`config.mk`:
```
export PLATFORM = sky130hd
export DESIGN_NAME = fpu_trig_reduce_arbiter
export DESIGN_NICKNAME = d
export VERILOG_FILES = /design/src/rtl/fpu_trig_reduce_arbiter.sv
export SDC_FILE = /design/constraint.sdc
export NUM_CORES = 1
export LEC_CHECK = 0
export CORE_MARGIN = 2
export CORE_UTILIZATION = 35
export CTS_BUF_LIST = sky130_fd_sc_hd__clkbuf_4
export DETAILED_ROUTE_END_ITERATION = 8
export DONT_BUFFER_PORTS = 1
export PLACE_DENSITY = 0.5
export SYNTH_ARGS = -nofsm -noshare
export SYNTH_HDL_FRONTEND = slang
export SYNTH_SLANG_ARGS = --single-unit
```
`constraint.sdc`:
```
create_clock -name clk -period 3.6 [get_ports clk]
set_clock_uncertainty 0.05 [all_clocks]
set_input_delay 0.18 -clock clk [delete_from_list [all_inputs] [get_ports clk]]
set_output_delay 0.18 -clock clk [all_outputs]
set_load 0.1 [all_outputs]
```
`src/rtl/fpu_trig_reduce_arbiter.sv`:
```
`timescale 1ns / 1ps
`default_nettype none
// ----------------------------------------------------------------------------
// fpu_trig_reduce_arbiter - 2-way round-robin classifier/launcher for the shared
// Payne-Hanek argument-reduction engine (x87 80-bit extended reals). Rev 1.0
// ----------------------------------------------------------------------------
module fpu_trig_reduce_arbiter #(
  parameter int unsigned TIMEOUT_CYCLES = 512,
  parameter logic [15:0] BYPASS_EXP     = 16'h3FFE,
  parameter logic [15:0] OOR_EXP        = 16'h403E
) (
  input  logic        clk,
  input  logic        reset,
  input  logic [1:0]  i_req_valid,
  input  logic [79:0] i_req_angle0,
  input  logic [79:0] i_req_angle1,
  output logic [1:0]  o_req_ready,
  output logic        o_rsp_valid,
  input  logic        i_rsp_ready,
  output logic        o_rsp_id,
  output logic [79:0] o_rsp_angle,
  output logic [1:0]  o_rsp_quadrant,
  output logic        o_rsp_neg,
  output logic [1:0]  o_rsp_status,
  output logic        o_ph_enable,
  output logic [79:0] o_ph_angle_in,
  input  logic [79:0] i_ph_angle_out,
  input  logic [1:0]  i_ph_quadrant,
  input  logic        i_ph_done,
  input  logic        i_ph_error,
  output logic        o_busy
);

  localparam int CNT_W = (TIMEOUT_CYCLES > 1) ? $clog2(TIMEOUT_CYCLES) : 1;
  localparam logic [CNT_W-1:0] c_CNT_LAST = CNT_W'(TIMEOUT_CYCLES - 1);

  localparam logic [1:0] c_STS_OK  = 2'b00;
  localparam logic [1:0] c_STS_OOR = 2'b01;
  localparam logic [1:0] c_STS_INV = 2'b10;
  localparam logic [1:0] c_STS_ERR = 2'b11;

  typedef enum logic [2:0] {
    S_IDLE     = 3'd0,
    S_CLASSIFY = 3'd1,
    S_RUN      = 3'd2,
    S_DRAIN    = 3'd3,
    S_RESP     = 3'd4
  } state_t;

  state_t            r_state;
  logic              r_last;
  logic [79:0]       r_angle;
  logic [CNT_W-1:0]  r_cnt;
  logic              r_rsp_valid;
  logic              r_rsp_id;
  logic [79:0]       r_rsp_angle;
  logic [1:0]        r_rsp_quadrant;
  logic              r_rsp_neg;
  logic [1:0]        r_rsp_status;
  logic              r_ph_enable;
  logic [79:0]       r_ph_angle_in;

  logic [1:0]        w_grant;
  logic [79:0]       w_sel_angle;
  logic [15:0]       w_exp;
  logic [79:0]       w_abs;

  // On a tie the requester not served last wins; a lone requester always wins.
  always_comb begin
    w_grant = i_req_valid;
    if (i_req_valid == 2'b11) begin
      w_grant = r_last ? 2'b01 : 2'b10;
    end
  end

  assign w_sel_angle = w_grant[1] ? i_req_angle1 : i_req_angle0;
  assign w_exp       = {1'b0, r_angle[78:64]};
  assign w_abs       = {1'b0, r_angle[78:0]};

  // Grant decode is gated by reset so no accept pulse leaks out while held in reset.
  assign o_req_ready = ((r_state == S_IDLE) && reset) ? w_grant : 2'b00;

  always_ff @(posedge clk or negedge reset) begin
    if (!reset) begin
      r_state        <= S_IDLE;
      r_last         <= 1'b1;
      r_angle        <= '0;
      r_cnt          <= '0;
      r_rsp_valid    <= 1'b0;
      r_rsp_id       <= 1'b0;
      r_rsp_angle    <= '0;
      r_rsp_quadrant <= 2'b00;
      r_rsp_neg      <= 1'b0;
      r_rsp_status   <= c_STS_OK;
      r_ph_enable    <= 1'b0;
      r_ph_angle_in  <= '0;
    end else begin
      case (r_state)
        S_IDLE: begin
          if (|i_req_valid) begin
            r_angle  <= w_sel_angle;
            r_rsp_id <= w_grant[1];
            r_last   <= w_grant[1];
            r_state  <= S_CLASSIFY;
          end
        end

        S_CLASSIFY: begin
          r_rsp_neg <= r_angle[79];
          if (w_exp == 16'h7FFF) begin
            r_rsp_status   <= c_STS_INV;
            r_rsp_angle    <= w_abs;
            r_rsp_quadrant <= 2'b00;
            r_rsp_valid    <= 1'b1;
            r_state        <= S_RESP;
          end else if (w_exp >= OOR_EXP) begin
            r_rsp_status   <= c_STS_OOR;
            r_rsp_angle    <= w_abs;
            r_rsp_quadrant <= 2'b00;
            r_rsp_valid    <= 1'b1;
            r_state        <= S_RESP;
          end else if (w_exp < BYPASS_EXP) begin
            // |x| < 0.5 is already reduced: zero, denormals and small normals
            r_rsp_status   <= c_STS_OK;
            r_rsp_angle    <= w_abs;
            r_rsp_quadrant <= 2'b00;
            r_rsp_valid    <= 1'b1;
            r_state        <= S_RESP;
          end else begin
            r_ph_angle_in  <= w_abs;
            r_ph_enable    <= 1'b1;
            r_cnt          <= '0;
            r_state        <= S_RUN;
          end
        end

        S_RUN: begin
          if (i_ph_done) begin
            r_ph_enable <= 1'b0;
            r_state     <= S_DRAIN;
            if (i_ph_error) begin
              r_rsp_status   <= c_STS_ERR;
              r_rsp_angle    <= w_abs;
              r_rsp_quadrant <= 2'b00;
            end else begin
              r_rsp_status   <= c_STS_OK;
              r_rsp_angle    <= i_ph_angle_out;
              r_rsp_quadrant <= i_ph_quadrant;
            end
          end else if (r_cnt == c_CNT_LAST) begin
            r_ph_enable    <= 1'b0;
            r_rsp_status   <= c_STS_ERR;
            r_rsp_angle    <= w_abs;
            r_rsp_quadrant <= 2'b00;
            r_state        <= S_DRAIN;
          end else begin
            r_cnt <= r_cnt + 1'b1;
          end
        end

        S_DRAIN: begin
          r_rsp_valid <= 1'b1;
          r_state     <= S_RESP;
        end

        S_RESP: begin
          if (i_rsp_ready) begin
            r_rsp_valid <= 1'b0;
            r_state     <= S_IDLE;
          end
        end

        default: begin
          r_ph_enable <= 1'b0;
          r_rsp_valid <= 1'b0;
          r_state     <= S_IDLE;
        end
      endcase
    end
  end

  assign o_rsp_valid    = r_rsp_valid;
  assign o_rsp_id       = r_rsp_id;
  assign o_rsp_angle    = r_rsp_angle;
  assign o_rsp_quadrant = r_rsp_quadrant;
  assign o_rsp_neg      = r_rsp_neg;
  assign o_rsp_status   = r_rsp_status;
  assign o_ph_enable    = r_ph_enable;
  assign o_ph_angle_in  = r_ph_angle_in;
  assign o_busy         = (r_state != S_IDLE);

endmodule

`default_nettype wire

```
==> out/metrics.csv, run 1 <==
stage,metric,value,unit
floorplan,# IOs,420,
logic_synthesis,Post-synth ARST share,1.00,
logic_synthesis,Gate Count Post-Synth,907,
logic_synthesis,Synth Area in Adders,0.00208,
clock_tree,hold-fix buffers at CTS,286,
logic_synthesis,Mapped Area,12000,um2
clock_tree,clock sinks,260,
clock_tree,Post CTS Setup Buffer Count,0,
floorplan,# rows,67,
place,GPL Wtd Cong,0.790,
logic_synthesis,mux share of post-synthesis cell area,0.316,
logic_synthesis,largest family of logic cells by synthesized area,multiplexers,
place,Port Buffer Count,0,
logic_synthesis,unique cell type count in the Yosys netlist,47,
logic_synthesis,Post-synth EDFFs,0,
status,status,stopped before the end,
logic_synthesis,Synth Area in Simple Gates,0.0509,
clock_tree,# H-tree levels,3,
logic_synthesis,synthesized net count,1158,
floorplan,Die Span X,189,um
clock_tree,clock tree buffer depth,3,
clock_tree,CTS Buf Count,74,
logic_synthesis,synth warn,0,
logic_synthesis,Post-Syn Area per Cell,13.2,um2
status,Log Error,[ERROR RSZ-0060] Max buffer count reached.,
clock_tree,Root Buffer Master,clkbuf_4,
logic_synthesis,area fraction in compound gates after synthesis,0.0537,
clock_tree,post-cts resize count,0,
logic_synthesis,sequential share of the synthesized area,0.542,
floorplan,Initial Util,0.356,
logic_synthesis,#FFs+latches synth,260,
logic_synthesis,XOR/XNOR Fraction of Synth Area,0,
logic_synthesis,Synth Flop Type,dfrtp_1,
place,DPL Wire Length,21.1,mm
status,Fail Step,clock tree synthesis,
floorplan,die span in y,189,um
[synthesized netlist by cell type, types with 2 or more instances]
cell	n	area, um2
dfrtp_1	259	6480
a21oi_1	82	410
nor2_1	82	308
mux2_1	81	912
mux2i_1	81	811
mux2_2	80	901
mux2_4	78	1170
clkbuf_1	20	75.1
inv_1	16	60.1
buf_6	15	169
buf_2	14	70.1
nand2_1	10	37.5
nand3_1	9	45.0
nor3_1	8	40.0
buf_1	7	26.3
o211ai_1	7	52.6
o21ai_1	7	35.0
a31oi_1	5	31.3
o21ai_0	5	25.0
and3_1	3	18.8
buf_4	3	22.5
nor4_1	3	18.8
or3_1	3	18.8
ha_1	2	25.0
nand2b_1	2	12.5
nand4_1	2	12.5
o2111ai_1	2	17.5
or4_1	2	15.0
[through the flow]
| step | hold slack, ns | instance area (um2) | cells | worst slack [ns] |
|---|---|---|---|---|
| detailed placement | -0.160 | 12400 | 1307 | 0.767 |
| global placement | -0.160 | 12400 | 1307 | 0.824 |
| floorplan | -0.166 | 12000 | 907 | 1.09 |
[cell families after synthesis]
family / after synthesis
simple gates: 133
buf+inv: 75
fa+ha+maj: 2
other cells: 1
mux: 320
flops: 260
compound gates: 116
==> inputs of run 2 (changes only) <==
Settings changed: CORE_UTILIZATION 35 to 20, CTS_BUF_LIST sky130_fd_sc_hd__clkbuf_4 to default, PLACE_DENSITY 0.5 to default, PLACE_DENSITY_LB_ADDON from default to 0.15.
==> run 2 against run 1 <==
The flow now finishes, with violations (hold timing). Area after synthesis stayed put. Synthesized cell count is the same.
==> out/metrics.csv, run 2 <==
stage,metric,value,unit,change
setup_path,R2R Path Start,r_cnt[0],,
clock_tree,Root Buffer Master,clkbuf_16,,was clkbuf_4
setup_path,critical path required time,3.95,ns,
final_layout,"commonest non-fill, non-tap cell in the layout",dfrtp_1,,
power_and_ir_drop,Pleak,7.07,nW,
final_layout,Filler cells,6152,,
sta,Final Slew Violations,0,,
logic_synthesis,synth warn,0,,unchanged
logic_synthesis,Post-Syn Area per Cell,13.2,um2,unchanged
floorplan,Die Span X,249,um,was 189 um
route,DRT iter0 DRCs,302,,
setup_path,CP Launch Type,register,,
global_routing,initial antenna violation count,1,,
place,GPL Wtd Cong,0.694,,was 0.790
floorplan,die area,62000,um2,
global_routing,GRT Total Usage,0.118,,
clock_tree,# H-tree levels,2,,was 3
sta,crit path time final,3.06,ns,
logic_synthesis,"area leader, netlist",dfrtp_1,,unchanged
setup_path,CP Class,register to register,,
logic_synthesis,mux share of post-synthesis cell area,0.316,,unchanged
route,WL/cell,18.9,um,
sta,setup TNS,0,ns,
floorplan,Initial Util,0.203,,was 0.356
clock_tree,CTS tree,done,,
setup_path,Setup crit end kind,register,,
worst_hold_path,HP Class,input pin to asynchronous set/reset pin,,
route,Routed WL,36.8,mm,
place,dpl cells,1637,,was 1307
sta,RSZ-0062 raised after global routing,no,,
setup_path,"CP delay by family, top",simple AND/OR/NAND/NOR gates,,
setup_path,R2R Path End,o_rsp_angle[31],,
final_layout,share of cells above drive strength 1,0.200,,
floorplan,die span in y,249,um,was 189 um
setup_path,CP dominant cell by count,ha_1,,
setup_path,CP Data Arrival Time,3.41,ns,
route,DR vias/cell,4.11,,
status,failing checks,hold timing,,
logic_synthesis,area fraction in compound gates after synthesis,0.0537,,unchanged
status,status,"finished, violations left",,was stopped before the end
clock_tree,post-cts resize count,0,,unchanged
global_routing,maximum number of pins on one net before global-route repair,263,,
sta,endpoints failing setup,0,,
clock_tree,Post CTS Setup Buffer Count,0,,unchanged
setup_path,CP bufs+invs,1,,
sta,Max Fclk,0.327,GHz,
setup_path,Critical Path Max Stage Delay,0.43,ns,
floorplan,# rows,89,,was 67
power_and_ir_drop,cell area power density,944,nW/um2,
logic_synthesis,Mapped Area,12000,um2,unchanged
global_routing,vias in the first global route,8613,,
setup_path,cell count along the critical path,10,,
logic_synthesis,"count leader, synth",dfrtp_1,,unchanged
final_layout,multi-input logic area,5120,um2,
clock_tree,clock sinks,260,,unchanged
setup_path,R2R depth,10,,
logic_synthesis,Synth Area in Adders,0.00208,,unchanged
clock_tree,latest clock arrival within the worst-skew pair,0.54,ns,
route,post-route ant nets,0,,
clock_tree,clock tree buffer depth,3,,unchanged
setup_path,"Cell Chain, Critical Path",ha_1 > and3_1 > nand3_1 > nor3_1 > ha_1 > nor2_1 > nor4b_1 > a31o_4 > buf_12 > mux2_1,,
final_layout,"non-filler cells, final",1951,,
global_routing,remaining global-route overflow,0,,
logic_synthesis,Synth Flop Type,dfrtp_1,,unchanged
final_layout,synthesis-to-finish area growth,37.8,%,
logic_synthesis,"top cells by count, synth","dfrtp_1, a21oi_1, nor2_1",,unchanged
logic_synthesis,Post-synth EDFFs,0,,unchanged
floorplan,core area,59200,um2,
power_and_ir_drop,Max IR drop VDD,0.567,mV,
logic_synthesis,Gate Count Post-Synth,907,,unchanged
run,Max-Cap Viols,0,,
global_routing,first-pass GRT wire length,56.5,mm,
logic_synthesis,XOR/XNOR Fraction of Synth Area,0,,unchanged
logic_synthesis,largest family of logic cells by synthesized area,multiplexers,,unchanged
clock_tree,hold-fix buffers at CTS,251,,was 286
logic_synthesis,Synth Area in Simple Gates,0.0509,,unchanged
final_layout,Layout Utilization,0.279,,
logic_synthesis,synthesized net count,1158,,unchanged
place,Port Buffer Count,0,,unchanged
logic_synthesis,#FFs+latches synth,260,,unchanged
route,drt drc,0,,
logic_synthesis,sequential share of the synthesized area,0.542,,unchanged
final_layout,most frequent cells in the layout,"dfrtp_1, dlygate4sd3_1, nor2_1, a21oi_1",,
clock_tree,Worst-path clk slew,0.06,ns,
sta,max_slew headroom,0.318,,
route,Pre-antenna DRT Iters,4,,
setup_path,R2R Setup Slk,0.54,ns,
logic_synthesis,unique cell type count in the Yosys netlist,47,,unchanged
place,DPL Wire Length,23.5,mm,was 21.1 mm
setup_path,Worst path slowest cell,nor4b_1,,
sta,period utilization,0.850,,
sta,Slew @ Worst Pin,1.02,ns,
clock_tree,CTS Buf Count,35,,was 74
final_layout,Reg area,6510,um2,
sta,Worst Hold Slack,-0.710,ns,
sta,Hold Fails Final Rpt,260,,
final_layout,# nets final,1403,,
logic_synthesis,Post-synth ARST share,1.00,,unchanged
setup_path,CP max FO,36,,
logic_synthesis,Synth top area share,0.540,,unchanged
floorplan,# IOs,420,,unchanged
logic_synthesis,largest cells by area after synthesis,"dfrtp_1, mux2_4, mux2_1",,unchanged
route,DR vias,8014,,
==> run 2: cell counts after synthesis <==
No cell type changed its count.
==> run 2: through the flow <==
step	total power, mW	setup slack, ns	area (um2)
final	15.6	0.539	16500
after detailed placement	12.0	0.567	12900
after floorplan	10.9	1.09	12000
after global routing	16.5	0.198	16500
after CTS	15.9	0.520	16500
after global placement	11.9	0.628	12900
==> run 2: report_power, final <==
part	internal [mW]	switching, mW	total [mW]
logic	1.73	1.48	3.21
clock network	2.13	1.35	3.48
registers	3.87	5.06	8.93
==> run 2: kinds of logic after synthesis <==
family,Yosys count
flip-flops,260
AND/OR/NAND/NOR,133
buffers and inverters,75
multiplexers,320
other,1
adder cells (fa/ha/maj),2
AO/OA/AOI/OAI,116
==> run 2: worst max-delay path by stage <==
stage	start	endpoint
floorplan	r_cnt[0]	o_rsp_angle[10]
global placement	r_cnt[0]	o_rsp_angle[22]
detailed placement	r_cnt[0]	o_rsp_angle[31]
CTS	r_cnt[0]	o_rsp_angle[31]
global route	r_cnt[0]	o_rsp_angle[31]
finish	r_cnt[0]	o_rsp_angle[31]
==> run 2: area by class of cell <==
| cell class | count | area share |
|---|---|---|
| Tap cell | 773 | 0.0585 |
| Clock inverter | 6 | 0.00333 |
| Sequential cell | 260 | 0.393 |
| Clock buffer | 56 | 0.0657 |
| Antenna cell | 1 | 0.000151 |
| Multi-Input combinational cell | 572 | 0.310 |
| Timing Repair Buffer | 267 | 0.166 |
| Inverter | 16 | 0.00363 |
==> run 2: per-layer routing <==
layer | wire (um) | GRT usage | up-vias | part of all wire
met5 | 0 | 0 | - | 0
met1 | 15800 | 0.147 | 3936 | 0.43
met3 | 2910 | 0.0403 | 49 | 0.079
met2 | 17400 | 0.194 | 284 | 0.47
met4 | 759 | 0.0313 | 0 | 0.021
li1 | - | - | 3745 | -
No activity file was read; power rests on OpenSTA's default activity.
==> inputs of run 3 (changes only) <==
Settings changed: CORE_UTILIZATION 20 to 35.
Clock period 3.6 ns to 3.3 ns, I/O delays scaled along.
==> run 3 against run 2 <==
The run still ends with hold timing left. Total power increased by 5.0%. Wire length fell by 10%. Worst hold slack worse by 0.018 ns. Maximum frequency grew 3.2%. Sequential power up 8.1%. Die area decreased by 42%. Non-clock buffer count rose by 4. Via count about the same. Largest power group unchanged.
==> out/metrics.csv, run 3 (synthesized netlist as in run 2, its figures left out) <==
stage,metric,value,unit,change
status,status,"finished, violations left",,unchanged
status,failing checks,hold timing,,unchanged
sta,Max Fclk,0.337,GHz,was 0.327 GHz
floorplan,# IOs,420,,unchanged
route,DR vias,8008,,was 8014
sta,crit path time final,2.97,ns,was 3.06 ns
floorplan,core area,33700,um2,was 59200 um2
sta,period utilization,0.899,,was 0.850
clock_tree,Post CTS Setup Buffer Count,0,,unchanged
clock_tree,Root Buffer Master,clkbuf_16,,unchanged
final_layout,ANT cells,0,,was 1
global_routing,first-pass GRT wire length,51.0,mm,was 56.5 mm
setup_path,Worst path slowest cell,nor4b_1,,unchanged
place,Port Buffer Count,0,,unchanged
setup_path,critical path required time,3.67,ns,was 3.95 ns
sta,RSZ-0062 raised after global routing,no,,unchanged
power_and_ir_drop,cell area power density,1030,nW/um2,was 944 nW/um2
place,DPL Wire Length,21.5,mm,was 23.5 mm
floorplan,die area,35800,um2,was 62000 um2
clock_tree,Worst-path clk slew,0.06,ns,about the same
power_and_ir_drop,Max IR drop VDD,0.752,mV,was 0.567 mV
sta,max_slew headroom,0.336,,was 0.318
place,GPL Wtd Cong,0.764,,was 0.694
global_routing,maximum number of pins on one net before global-route repair,263,,unchanged
setup_path,R2R Path Start,r_cnt[0],,unchanged
route,WL/cell,20.5,um,was 18.9 um
clock_tree,CTS Buf Count,29,,was 35
setup_path,CP Data Arrival Time,3.33,ns,was 3.41 ns
floorplan,Die Span X,189,um,was 249 um
clock_tree,latest clock arrival within the worst-skew pair,0.54,ns,about the same
setup_path,R2R depth,10,,unchanged
clock_tree,post-cts resize count,0,,unchanged
sta,Hold Fails Final Rpt,260,,unchanged
sta,setup TNS,0,ns,unchanged
final_layout,share of cells above drive strength 1,0.194,,was 0.200
global_routing,initial antenna violation count,0,,was 1
setup_path,R2R Path End,o_rsp_angle[13],,was o_rsp_angle[31]
power_and_ir_drop,Pleak,6.97,nW,was 7.07 nW
route,drt drc,0,,unchanged
setup_path,R2R Setup Slk,0.33,ns,was 0.54 ns
setup_path,CP dominant cell by count,ha_1,,unchanged
clock_tree,clock tree buffer depth,3,,unchanged
clock_tree,clock sinks,260,,unchanged
floorplan,# rows,67,,was 89
setup_path,"Cell Chain, Critical Path",ha_1 > and3_1 > nand3_1 > nor3_1 > ha_1 > nor2_1 > nor4b_1 > a31o_4 > buf_12 > mux2_1,,unchanged
clock_tree,hold-fix buffers at CTS,251,,unchanged
global_routing,GRT Total Usage,0.181,,was 0.118
final_layout,synthesis-to-finish area growth,32.7,%,was 37.8%
floorplan,Initial Util,0.356,,was 0.203
route,DR vias/cell,4.96,,was 4.11
setup_path,CP Class,register to register,,unchanged
global_routing,remaining global-route overflow,0,,unchanged
run,Max-Cap Viols,0,,unchanged
floorplan,die span in y,189,um,was 249 um
clock_tree,# H-tree levels,1,,was 2
route,Routed WL,33.1,mm,was 36.8 mm
final_layout,"commonest non-fill, non-tap cell in the layout",dfrtp_1,,unchanged
sta,final setup margin,0.335,ns,was 0.539 ns
setup_path,Setup crit end kind,register,,unchanged
place,dpl ws,0.306,ns,was 0.567 ns
sta,Final Slew Violations,0,,unchanged
setup_path,Critical Path Max Stage Delay,0.41,ns,was 0.43 ns
final_layout,# nets final,1401,,was 1403
sta,Worst Hold Slack,-0.727,ns,was -0.710 ns
setup_path,CP Launch Type,register,,unchanged
clock_tree,CTS tree,done,,unchanged
final_layout,Filler cells,3004,,was 6152
route,DRT iter0 DRCs,235,,was 302
worst_hold_path,HP Class,input pin to asynchronous set/reset pin,,unchanged
sta,Slew @ Worst Pin,0.996,ns,was 1.02 ns
setup_path,CP max FO,28,,was 36
route,post-route ant nets,0,,unchanged
sta,endpoints failing setup,0,,unchanged
global_routing,vias in the first global route,8550,,was 8613
final_layout,most frequent cells in the layout,"dfrtp_1, dlygate4sd3_1, nor2_1, a21oi_1",,unchanged
route,Pre-antenna DRT Iters,4,,unchanged
==> run 3: cell count changes in the layout (fill, tap and decap cells not counted), moves of 2 or more <==
cell / before / now
bufinv_16: 1 / 3
buf_4: 7 / 13
clkbuf_8: 9 / 6
clkinv_2: 5 / 2
buf_12: 9 / 7
clkbuf_16: 37 / 29
==> run 3: power breakdown <==
part           leakage [nW]  switching, mW  internal (mW)
Sequential             3.15           5.43           4.22
Combinational          3.37           1.63           1.87
Clock                 0.461           1.29           1.97
==> run 3: cell type report <==
class                           count  area [um2]  share of cell area
Clock inverter                      5         100             0.00628
Multi-Input combinational cell    572        5120               0.321
Sequential cell                   260        6510               0.408
Tap cell                          448         561              0.0352
Timing Repair Buffer              271        2750               0.173
Clock buffer                       44         842              0.0528
Inverter                           16        60.1             0.00377
==> run 3: how the worst max path moves through the flow <==
stage                        start         endpoint  slack [ns]
after floorplan           r_cnt[0]  o_rsp_angle[10]        0.79
after global placement    r_cnt[0]  o_rsp_angle[34]        0.41
after detailed placement  r_cnt[0]  o_rsp_angle[39]        0.31
after CTS                 r_cnt[0]  o_rsp_angle[30]        0.29
after global routing      r_cnt[0]  o_rsp_angle[11]        0.15
final                     r_cnt[0]  o_rsp_angle[13]        0.33
==> run 3: metal layers <==
layer,vias up,GRT usage,routed length (um)
met5,-,0,0
met4,0,0.0426,784
met1,3942,0.222,13600
met3,43,0.0532,2790
li1,3705,-,-
met2,318,0.312,15900
==> run 3: worst max-delay path, delay by kind of cell (launching register included) <==
kind / cells / cell delay (ns)
AO/OA/AOI/OAI: 1 / 0.39
multiplexers: 1 / 0.35
flip-flops: 1 / 0.38
adder cells (fa/ha/maj): 2 / 0.41
AND/OR/NAND/NOR: 5 / 0.97
buffers and inverters: 1 / 0.25
==> run 3: stage by stage <==
step	util	power [mW]	std cells	hold WS, ns	cell area (um2)
global placement	0.371	12.8	1316	-0.175	12500
detailed placement	0.371	12.9	1316	-0.174	12500
finish	0.473	16.4	1616	-0.727	15900
CTS	0.473	16.6	1616	-0.764	15900
global route	0.473	17.2	1616	-0.763	15900
floorplan	-	11.9	907	-0.181	12000
